<file path="src/rtl/conv1d_pkg.sv">
// ============================================================================
// conv1d_pkg : shared types and sizing helpers for the conv1d layer sequencer
// Rev 1.0
// ============================================================================
`default_nettype none

package conv1d_pkg;

  localparam int DEF_DW     = 32;
  localparam int DEF_SIZE_K = 3;
  localparam int DEF_STRIDE = 1;
  localparam int DEF_CNT_W  = 16;

  localparam int SPW       = DEF_STRIDE + 1;
  localparam int N_WORDS_W = DEF_SIZE_K + 1;
  localparam int WARMUP    = (DEF_SIZE_K + 2 * DEF_STRIDE) / (DEF_STRIDE + 1) - 1;

  typedef enum logic [3:0] {
    S_IDLE  = 4'd0,
    S_WEN   = 4'd1,
    S_WSEND = 4'd2,
    S_WWAIT = 4'd3,
    S_CEN   = 4'd4,
    S_CSEND = 4'd5,
    S_RWAIT = 4'd6,
    S_ROUT  = 4'd7,
    S_DONE  = 4'd8
  } state_t;

  // Results lost while the engine shift register refills after a weight load
  function automatic int warmup_of(input int k, input int s);
    return (k + 2 * s) / (s + 1) - 1;
  endfunction

  // Width able to hold 0..n, never narrower than one bit
  function automatic int ctr_w(input int n);
    return (n < 2) ? 1 : $clog2(n + 1);
  endfunction

  localparam int SEQ_CNT_W  = ctr_w((N_WORDS_W > SPW) ? N_WORDS_W : SPW);
  localparam int WARM_CNT_W = ctr_w(WARMUP);

endpackage

`default_nettype wire

</file>
<file path="src/rtl/hs_reg1.sv">
// ============================================================================
// hs_reg1 : single-entry stb/ack holding register between a source and a sink
// Rev 1.0
// ============================================================================
`default_nettype none

module hs_reg1 #(
  parameter int DW = 32
) (
  input  logic          clk,
  input  logic          RSTn,
  input  logic          i_en,
  input  logic [DW-1:0] i_data,
  input  logic          i_stb,
  output logic          o_ack,
  output logic [DW-1:0] o_data,
  output logic          o_stb,
  input  logic          i_ack
);

  logic          r_full;
  logic [DW-1:0] r_data;

  // Accept only when empty, so fill and drain never coincide
  assign o_ack  = i_en && !r_full;
  assign o_stb  = r_full;
  assign o_data = r_data;

  always_ff @(posedge clk or negedge RSTn) begin
    if (!RSTn) begin
      r_full <= 1'b0;
      r_data <= '0;
    end else if (r_full) begin
      if (i_ack) r_full <= 1'b0;
    end else if (i_stb && i_en) begin
      r_full <= 1'b1;
      r_data <= i_data;
    end
  end

endmodule

`default_nettype wire

</file>
<file path="src/rtl/conv1d_seq_ctrl.sv">
// ============================================================================
// conv1d_seq_ctrl : loads weights, drives the conv1d engine window by window,
// drops warm-up results and forwards the rest. CONV1D_SEQ_RELU_EN adds ReLU.
// Rev 1.0
// ============================================================================
`default_nettype none

module conv1d_seq_ctrl
  import conv1d_pkg::*;
#(
  parameter int DW     = DEF_DW,
  parameter int SIZE_K = DEF_SIZE_K,
  parameter int STRIDE = DEF_STRIDE,
  parameter int CNT_W  = DEF_CNT_W
) (
  input  logic             clk,
  input  logic             RSTn,
  input  logic             i_start,
  input  logic [CNT_W-1:0] i_n_out,
  output logic             o_busy,
  output logic             o_done,
  input  logic [DW-1:0]    i_wdata,
  input  logic             i_wstb,
  output logic             o_wack,
  input  logic [DW-1:0]    i_sdata,
  input  logic             i_sstb,
  output logic             o_sack,
  output logic             o_EN_w,
  output logic             o_EN_c,
  input  logic             i_eng_busy,
  output logic [DW-1:0]    o_edata,
  output logic             o_estb,
  input  logic             i_eack,
  input  logic [DW-1:0]    i_rdata,
  input  logic             i_rstb,
  output logic             o_rack,
  output logic [DW-1:0]    o_data,
  output logic             o_stb,
  input  logic             i_ack
);

  localparam int c_spw  = STRIDE + 1;
  localparam int c_nw   = SIZE_K + 1;
  localparam int c_warm = warmup_of(SIZE_K, STRIDE);
  localparam int c_cw   = ctr_w((c_nw > c_spw) ? c_nw : c_spw);
  localparam int c_ww   = ctr_w(c_warm);

  state_t           r_state;
  logic [c_cw-1:0]  r_cnt;
  logic [c_ww-1:0]  r_warm;
  logic [CNT_W-1:0] r_remain;
  logic             r_en_w;
  logic             r_en_c;
  logic             r_rack;
  logic             r_done;
  logic             r_busy;
  logic             r_stb;
  logic [DW-1:0]    r_data;

  logic             w_wphase;
  logic             w_sphase;
  logic [DW-1:0]    w_w_edata;
  logic [DW-1:0]    w_s_edata;
  logic             w_w_estb;
  logic             w_s_estb;
  logic             w_etx;
  logic [DW-1:0]    w_result;

  assign w_wphase = (r_state == S_WSEND);
  assign w_sphase = (r_state == S_CSEND);

  hs_reg1 #(.DW(DW)) u_wreg (
    .clk    (clk),
    .RSTn   (RSTn),
    .i_en   (w_wphase),
    .i_data (i_wdata),
    .i_stb  (i_wstb),
    .o_ack  (o_wack),
    .o_data (w_w_edata),
    .o_stb  (w_w_estb),
    .i_ack  (i_eack && w_wphase)
  );

  hs_reg1 #(.DW(DW)) u_sreg (
    .clk    (clk),
    .RSTn   (RSTn),
    .i_en   (w_sphase),
    .i_data (i_sdata),
    .i_stb  (i_sstb),
    .o_ack  (o_sack),
    .o_data (w_s_edata),
    .o_stb  (w_s_estb),
    .i_ack  (i_eack && w_sphase)
  );

  // Only the register of the current phase can be full
  assign o_estb  = w_w_estb | w_s_estb;
  assign o_edata = w_w_estb ? w_w_edata : w_s_edata;
  assign w_etx   = o_estb && i_eack;

`ifdef CONV1D_SEQ_RELU_EN
  assign w_result = i_rdata[DW-1] ? '0 : i_rdata;
`else
  assign w_result = i_rdata;
`endif

  assign o_EN_w = r_en_w;
  assign o_EN_c = r_en_c;
  assign o_rack = r_rack;
  assign o_done = r_done;
  assign o_busy = r_busy;
  assign o_stb  = r_stb;
  assign o_data = r_data;

  always_ff @(posedge clk or negedge RSTn) begin
    if (!RSTn) begin
      r_state  <= S_IDLE;
      r_cnt    <= '0;
      r_warm   <= '0;
      r_remain <= '0;
      r_en_w   <= 1'b0;
      r_en_c   <= 1'b0;
      r_rack   <= 1'b0;
      r_done   <= 1'b0;
      r_busy   <= 1'b0;
      r_stb    <= 1'b0;
      r_data   <= '0;
    end else begin
      r_en_w <= 1'b0;
      r_en_c <= 1'b0;
      r_rack <= 1'b0;
      r_done <= 1'b0;
      case (r_state)
        S_IDLE: begin
          if (i_start) begin
            if (i_n_out == '0) begin
              r_done <= 1'b1;
            end else begin
              r_busy   <= 1'b1;
              r_remain <= i_n_out;
              r_warm   <= c_ww'(c_warm);
              r_state  <= S_WEN;
            end
          end
        end
        S_WEN: begin
          if (!i_eng_busy) begin
            r_en_w  <= 1'b1;
            r_cnt   <= '0;
            r_state <= S_WSEND;
          end
        end
        S_WSEND: begin
          if (w_etx) begin
            if (r_cnt == c_cw'(c_nw - 1)) begin
              r_cnt   <= '0;
              r_state <= S_WWAIT;
            end else begin
              r_cnt <= r_cnt + c_cw'(1);
            end
          end
        end
        S_WWAIT: begin
          if (!i_eng_busy) r_state <= S_CEN;
        end
        S_CEN: begin
          // Hold off while the previous result is still being released
          if (!i_eng_busy && !r_rack) begin
            r_en_c  <= 1'b1;
            r_cnt   <= '0;
            r_state <= S_CSEND;
          end
        end
        S_CSEND: begin
          if (w_etx) begin
            if (r_cnt == c_cw'(c_spw - 1)) begin
              r_cnt   <= '0;
              r_state <= S_RWAIT;
            end else begin
              r_cnt <= r_cnt + c_cw'(1);
            end
          end
        end
        S_RWAIT: begin
          if (i_rstb) begin
            r_rack <= 1'b1;
            if (r_warm != '0) begin
              r_warm  <= r_warm - c_ww'(1);
              r_state <= S_CEN;
            end else begin
              r_data  <= w_result;
              r_stb   <= 1'b1;
              r_state <= S_ROUT;
            end
          end
        end
        S_ROUT: begin
          if (i_ack) begin
            r_stb    <= 1'b0;
            r_data   <= '0;
            r_remain <= r_remain - CNT_W'(1);
            r_state  <= (r_remain == CNT_W'(1)) ? S_DONE : S_CEN;
          end
        end
        S_DONE: begin
          r_done  <= 1'b1;
          r_busy  <= 1'b0;
          r_state <= S_IDLE;
        end
        default: r_state <= S_IDLE;
      endcase
    end
  end

endmodule

`default_nettype wire

</file>
<file path="config.mk">
export PLATFORM = sky130hd
export DESIGN_NAME = conv1d_seq_ctrl
export DESIGN_NICKNAME = d
export VERILOG_FILES = /design/src/rtl/conv1d_pkg.sv /design/src/rtl/hs_reg1.sv /design/src/rtl/conv1d_seq_ctrl.sv
export SDC_FILE = /design/constraint.sdc
export NUM_CORES = 1
export LEC_CHECK = 0
export BUFFER_PORTS_ARGS = -buffer_cell sky130_fd_sc_hd__buf_2
export CORE_ASPECT_RATIO = 1.5
export CORE_UTILIZATION = 52
export CTS_CLUSTER_DIAMETER = 100
export DETAILED_ROUTE_END_ITERATION = 10
export HOLD_SLACK_MARGIN = 0.03
export PLACE_DENSITY = 0.9
export SYNTH_ARGS = -nofsm -noshare
export SYNTH_HDL_FRONTEND = slang
export SYNTH_HIERARCHICAL = 1
export SYNTH_SLANG_ARGS = --single-unit
</file>
<file path="constraint.sdc">
create_clock -name clk -period 3.2 [get_ports clk]
set_input_delay 0.32 -clock clk [delete_from_list [all_inputs] [get_ports clk]]
set_output_delay 0.32 -clock clk [all_outputs]
set_load 0.01 [all_outputs]
</file>
==> results.yml, run 1 <==
setup_path:
  path_max_fanout: 65
  crit_type: "reg -> reg"
  endpoint_kind: "register"
  startpoint: "r_state[2]"
  crit_path_start_kind: "register"
  worstPathRequired_ns: 3.49
  critPathArrivalTime_ns: 2.71
  r2r-start: "r_state[2]"
sta:
  rsz0062_at_grt: "no"
  slew_headroom_pct: 33.8
  min_period_over_period_pct: 75.6
  period_minus_slack_ns: 2.42
  fmaxAchievable_ghz: 0.413
  skew_ns: 0.0101
  tns_ns: 0
  hold_viol: 0
  maxSlewViolCount: 0
  worst_slew_pin_slew_ns: 0.992
  finalSetupViolations: 0
  whs_ns: 0.0618
floorplanning:
  die-area_um2: 12600
  coreArea_um2: 11700
  start_util_pct: 54.2
  core.rowCount: 48
  fp.dieW_um: 92.0
  ioPinCount: 194
  die_h_um: 137
logic_synthesis:
  synth_xor_area_share_pct: 0
  yosysWarnings: 6
  netlist_area_um2: 6310
  synthCells: 553
  yosysTopAreaCell: "dfrtp_1"
  ys_ff_latch: 128
  synth_compound_area_share_pct: 10.7
  synth_top_family_by_area: "multiplexers"
  synth_top_flop_cell: "dfrtp_1"
  synth_nets: 680
  synth_edf_count: 0
  synth_simple_gate_area_share_pct: 13.1
  synth_area_leaders: "dfrtp_1, mux2_4, mux2_2, nand2_1, o21ai_0"
  syn_avg_cell_area_um2: 11.4
  yosysUniqueCellTypes: 52
  synth-adder-area-share_pct: 1.19
  synth_top_area_share_pct: 50.7
  seq_area_frac_synth_pct: 50.7
  synthArstFlopShare_pct: 100
  synth_mux_area_share_pct: 20.9
cts:
  ctsHoldBuffers: 0
  cts_tree: "built"
  root_buffer: "clkbuf_16"
  clock_sinks: 128
  cts_buffer_depth: 2
  htreeDepth: 4
  cts.clk_slew.worst_paths_ns: 0.06
  post_cts_buffers: 0
  clk_latency_ns: 0.41
  cts_resized: 0
  numCtsBuffers: 17
power_and_ir_drop:
  irDropWorstVdd_mv: 0.519
  power_w: 0.00774
  p_leak_nw: 4.21
  power_density_nw_per_um2: 971
detailed_routing:
  antenna_left: 0
  postRouteWirelength_mm: 15.9
  route.vias.total: 5044
  drtIter0Drc: 186
  drc_errors: 0
  drtPass1Iterations: 5
  wl_per_cell_um: 17.6
  vias_per_cell: 5.60
min_path:
  hold_path.class: "in -> async"
layout:
  final_cell_count_no_fill: 901
  multiInputGateArea_um2: 2910
  ff_latch_area_um2: 3200
  syn2layout_area_growth_pct: 26.2
  fillers: 841
  n_antenna_cell: 0
  final_util_pct: 68.4
  drive_gt1_share_pct: 45.0
  nets: 865
placement:
  routabilityCongestion: 0.857
  numPortBuffers: 193
  dp.cells: 869
  dp_hpwl_mm: 10.9
grt:
  grt_pass1_wl_mm: 25.7
  grt_use_total_pct: 26.3
  grt_max_degree: 73
  antenna_found_initial: 1
  grt_pass1_vias: 5255
  gr-total-overflow: 0
run:
  max_cap_violations: 0
status:
  status: "finished clean"
-- cells in the final DEF (no fill, tap or decap), types with 5 or more instances in the layout --
| cell type | instances |
|---|---|
| buf_2 | 192 |
| buf_4 | 6 |
| nand2b_1 | 5 |
| mux2_4 | 58 |
| o21ai_0 | 58 |
| a22oi_1 | 7 |
| a21oi_1 | 22 |
| nor2_1 | 19 |
| dfrtp_1 | 128 |
| nor4_1 | 8 |
| mux2_2 | 39 |
| nor2b_1 | 11 |
| ha_1 | 6 |
| nand2_1 | 84 |
| nor3_1 | 10 |
| inv_1 | 10 |
| clkbuf_16 | 17 |
-- final cells by class --
| class | instances | share of cell area, % |
|---|---|---|
| timing repair buffer | 199 | 12.9 |
| sequential | 128 | 40.2 |
| clock inverter | 15 | 2.31 |
| tap | 150 | 2.36 |
| inverter | 10 | 0.471 |
| multi-input combinational | 382 | 36.5 |
| clock buffer | 17 | 5.34 |
-- state kept, by name, indices dropped and copies added (netlist names) --
signal	count
o_data	32
u_sreg/o_data	32
u_wreg/o_data	32
r_remain	16
r_state	4
r_cnt	3
o_EN_c	1
o_EN_w	1
o_busy	1
o_done	1
o_rack	1
o_stb	1
r_warm	1
u_sreg/o_stb	1
u_wreg/o_stb	1
-- power breakdown --
group	leakage (nW)	internal [W]	total, W	switching (W)
combinational	2.30	0.00151	0.00302	0.00150
clock	0.296	0.00124	0.00198	0.000749
sequential	1.62	0.00226	0.00274	0.000476
-- per-stage QoR --
step | setup WS, ns | area [µm²]
finish | 0.781 | 7970
global route | 0.381 | 7970
global placement | 0.897 | 7360
detailed placement | 0.758 | 7360
CTS | 0.691 | 7970
floorplan | 0.903 | 6310
-- cells in the mapped netlist, drive strengths merged (8+ instances only) --
library cell / n
a21oi: 22
buf: 16
clkbuf: 17
dfrtp: 128
inv: 10
mux2: 97
nand2: 84
nor2: 19
nor2b: 11
nor3: 10
nor4: 8
o21ai: 58
-- final timing paths --
check	to	slack (ns)	cells after the start
setup / recovery	o_data[19]	0.78	3
hold reg to reg	o_data[26]	0.47	2
max in group asynchronous	u_sreg/o_data[23]	2.31	2
min in group clk	u_wreg/o_data[12]	0.13	2
hold / removal	u_sreg/o_data[28]	0.06	1
setup reg to reg	o_data[19]	0.78	3
-- worst max-delay path: stages (launching register included) --
cell and delay, ns:
dfrtp_1 0.67, nor2b_1 0.31, nand3_2 0.80, o21ai_0 0.51
-- routing by layer --
metal | GRT usage, % | share of wire (%) | wire (µm) | up-vias
li1 | - | - | - | 2332
met1 | 29.9 | 39 | 6250 | 2451
met2 | 46.6 | 51 | 8110 | 233
met3 | 8.00 | 7.9 | 1260 | 26
met4 | 9.64 | 1.5 | 241 | 2
met5 | 0 | 0.076 | 12 | -
-- cells by family after synthesis --
family / Yosys count
and+or+nand+nor: 165
AOI/OAI and AO/OA: 113
adders and majority gates: 6
muxes: 98
DFF: 128
buffers and inverters: 43
Note: power is estimated with default switching activity, not from simulation.
==> run 2, diff against run 1 <==
==> constraint.sdc (replaced) <==
create_clock -name clk -period 2.34 [get_ports clk]
set_input_delay 0.234 -clock clk [delete_from_list [all_inputs] [get_ports clk]]
set_output_delay 0.234 -clock clk [all_outputs]
set_load 0.01 [all_outputs]
==> run 2 against run 1 <==
Clock power grew 42%. Largest power group unchanged. Largest cell class unchanged. Utilization grew 1.4 points. Clock-buffer cell count is the same. Cell count grew 1.9%. Critical endpoint is now r_remain[15]. Maximum frequency grew 7.3%. Die area is the same.
==> results.yml, run 2 (synthesized netlist as in run 1, its figures left out) <==
detailed_routing:
  wl_per_cell_um: 17.3
  postRouteWirelength_mm: 15.9
  drtIter0Drc: 207
  route.vias.total: 5105
  drtPass1Iterations: 5
  vias_per_cell: 5.56
  drc_errors: 0
  antenna_left: 0
cts:
  cts_tree: "built"
  cts.clk_slew.worst_paths_ns: 0.06
  numCtsBuffers: 17
  clock_sinks: 128
  cts_buffer_depth: 2
  cts_resized: 0
  htreeDepth: 4
  root_buffer: "clkbuf_16"
  post_cts_buffers: 0
  clk_latency_ns: 0.41
floorplanning:
  fp.dieW_um: 92.0
  die_h_um: 137
  core.rowCount: 48
  ioPinCount: 194
  die-area_um2: 12600
  start_util_pct: 54.2
  coreArea_um2: 11700
placement:
  dp_hpwl_mm: 11.0
  place_area_um2: 7500
  dp.cells: 885
  numPortBuffers: 193
  routabilityCongestion: 0.892
min_path:
  hold_path.class: "in -> reg"
  hold_depth: 2
layout:
  ff_latch_area_um2: 3200
  fillers: 835
  final_common_cell: "buf_2"
  layout_common_cells: "buf_2, dfrtp_1, nand2_1"
  n_antenna_cell: 0
  syn2layout_area_growth_pct: 28.9
  nets: 882
  drive_gt1_share_pct: 46.1
  fin_area_um2: 8140
  final_cell_count_no_fill: 918
  multiInputGateArea_um2: 2910
sta:
  period_minus_slack_ns: 2.26
  rsz0062_at_grt: "no"
  fmaxAchievable_ghz: 0.443
  worst_slew_pin_slew_ns: 0.523
  min_period_over_period_pct: 96.4
  maxSlewViolCount: 0
  slew_headroom_pct: 65.0
  finalSetupViolations: 0
  hold_viol: 0
  tns_ns: 0
  skew_ns: 0.00812
setup_path:
  endpoint_kind: "register"
  critPathArrivalTime_ns: 2.59
  crit_type: "reg -> reg"
  cp_cell_sequence: "or4_4 > or4_4 > or3_1 > a21oi_1 > a2bb2oi_1"
  crit_path_start_kind: "register"
  cp.buffers_inverters: 0
  worstPathRequired_ns: 2.67
  reg2reg_depth: 5
  max_stage_delay_ns: 0.58
  cpMaxStageDelayCell: "or4_4"
  path_depth: 5
  path_max_fanout: 6
  cpLargestDelayFamily: "simple AND/OR/NAND/NOR gates"
  cpMostUsedCell: "or4_4"
run:
  max_cap_violations: 0
power_and_ir_drop:
  irDropWorstVdd_mv: 0.712
  p_leak_nw: 4.30
  power_w: 0.0108
  power_density_nw_per_um2: 1330
grt:
  grt_pass1_wl_mm: 25.6
  grt_use_total_pct: 25.9
  gr-total-overflow: 0
  grt_pass1_vias: 5327
  antenna_found_initial: 1
  grt_max_degree: 66
status:
  status: "finished clean"
-- run 2: per-layer routing --
metal,vias up,share of wire (%),track usage (%),wire length [µm]
met1,2463,41,30.8,6520
met4,2,1.7,10.4,267
li1,2373,-,-,-
met2,240,50,45.1,7910
met3,27,7.3,5.94,1160
met5,-,0.063,0,10
-- run 2: worst reg2reg max path, cell delays in order, from the launching register on --
cell	delay, ns
dfrtp_1	0.40
or4_4	0.58
or4_4	0.47
or3_1	0.36
a21oi_1	0.18
a2bb2oi_1	0.19
-- run 2: stage by stage --
| step | setup WS, ns | hold WS, ns | utilization [%] |
|---|---|---|---|
| floorplan | 0.0433 | -0.0616 | - |
| global route | 0.0263 | 0.0438 | 69.8 |
| finish | 0.0846 | 0.0523 | 69.8 |
| global placement | 0.206 | 0.200 | 64.4 |
| CTS | 0.103 | 0.0362 | 69.8 |
| detailed placement | 0.143 | 0.204 | 64.4 |
-- run 2: area by class of cell --
type | count | area share (%)
flip-flops and latches | 128 | 39.4
multi-input cells | 382 | 35.7
repair buffers | 216 | 14.5
clock buffers | 17 | 5.23
clock inverters | 15 | 2.41
well taps | 150 | 2.31
inverters | 10 | 0.461
-- run 2: timing repair --
| item | 4_1_cts | 5_1_grt |
|---|---|---|
| setup endpoints to repair | 0 | 0 |
| hold buffers | 1 | 0 |
| endpoints found under the hold margin | 29 | 0 |
-- run 2: worst paths after layout --
kind	to	slack, ns	start
hold / removal	u_sreg/o_data[21]	0.05	i_sdata[21]
setup / recovery	r_remain[15]	0.08	r_remain[10]
max in group asynchronous	u_wreg/o_data[7]	1.34	RSTn
hold reg to reg	o_data[24]	0.48	o_data[24]
min in group asynchronous	u_wreg/o_data[0]	0.34	RSTn
setup reg to reg	r_remain[15]	0.08	r_remain[10]
-- run 2: power by group --
part	total (W)	switching, W	internal, W
logic	0.00433	0.00213	0.00219
registers	0.00367	0.000582	0.00309
clock network	0.00281	0.00110	0.00171
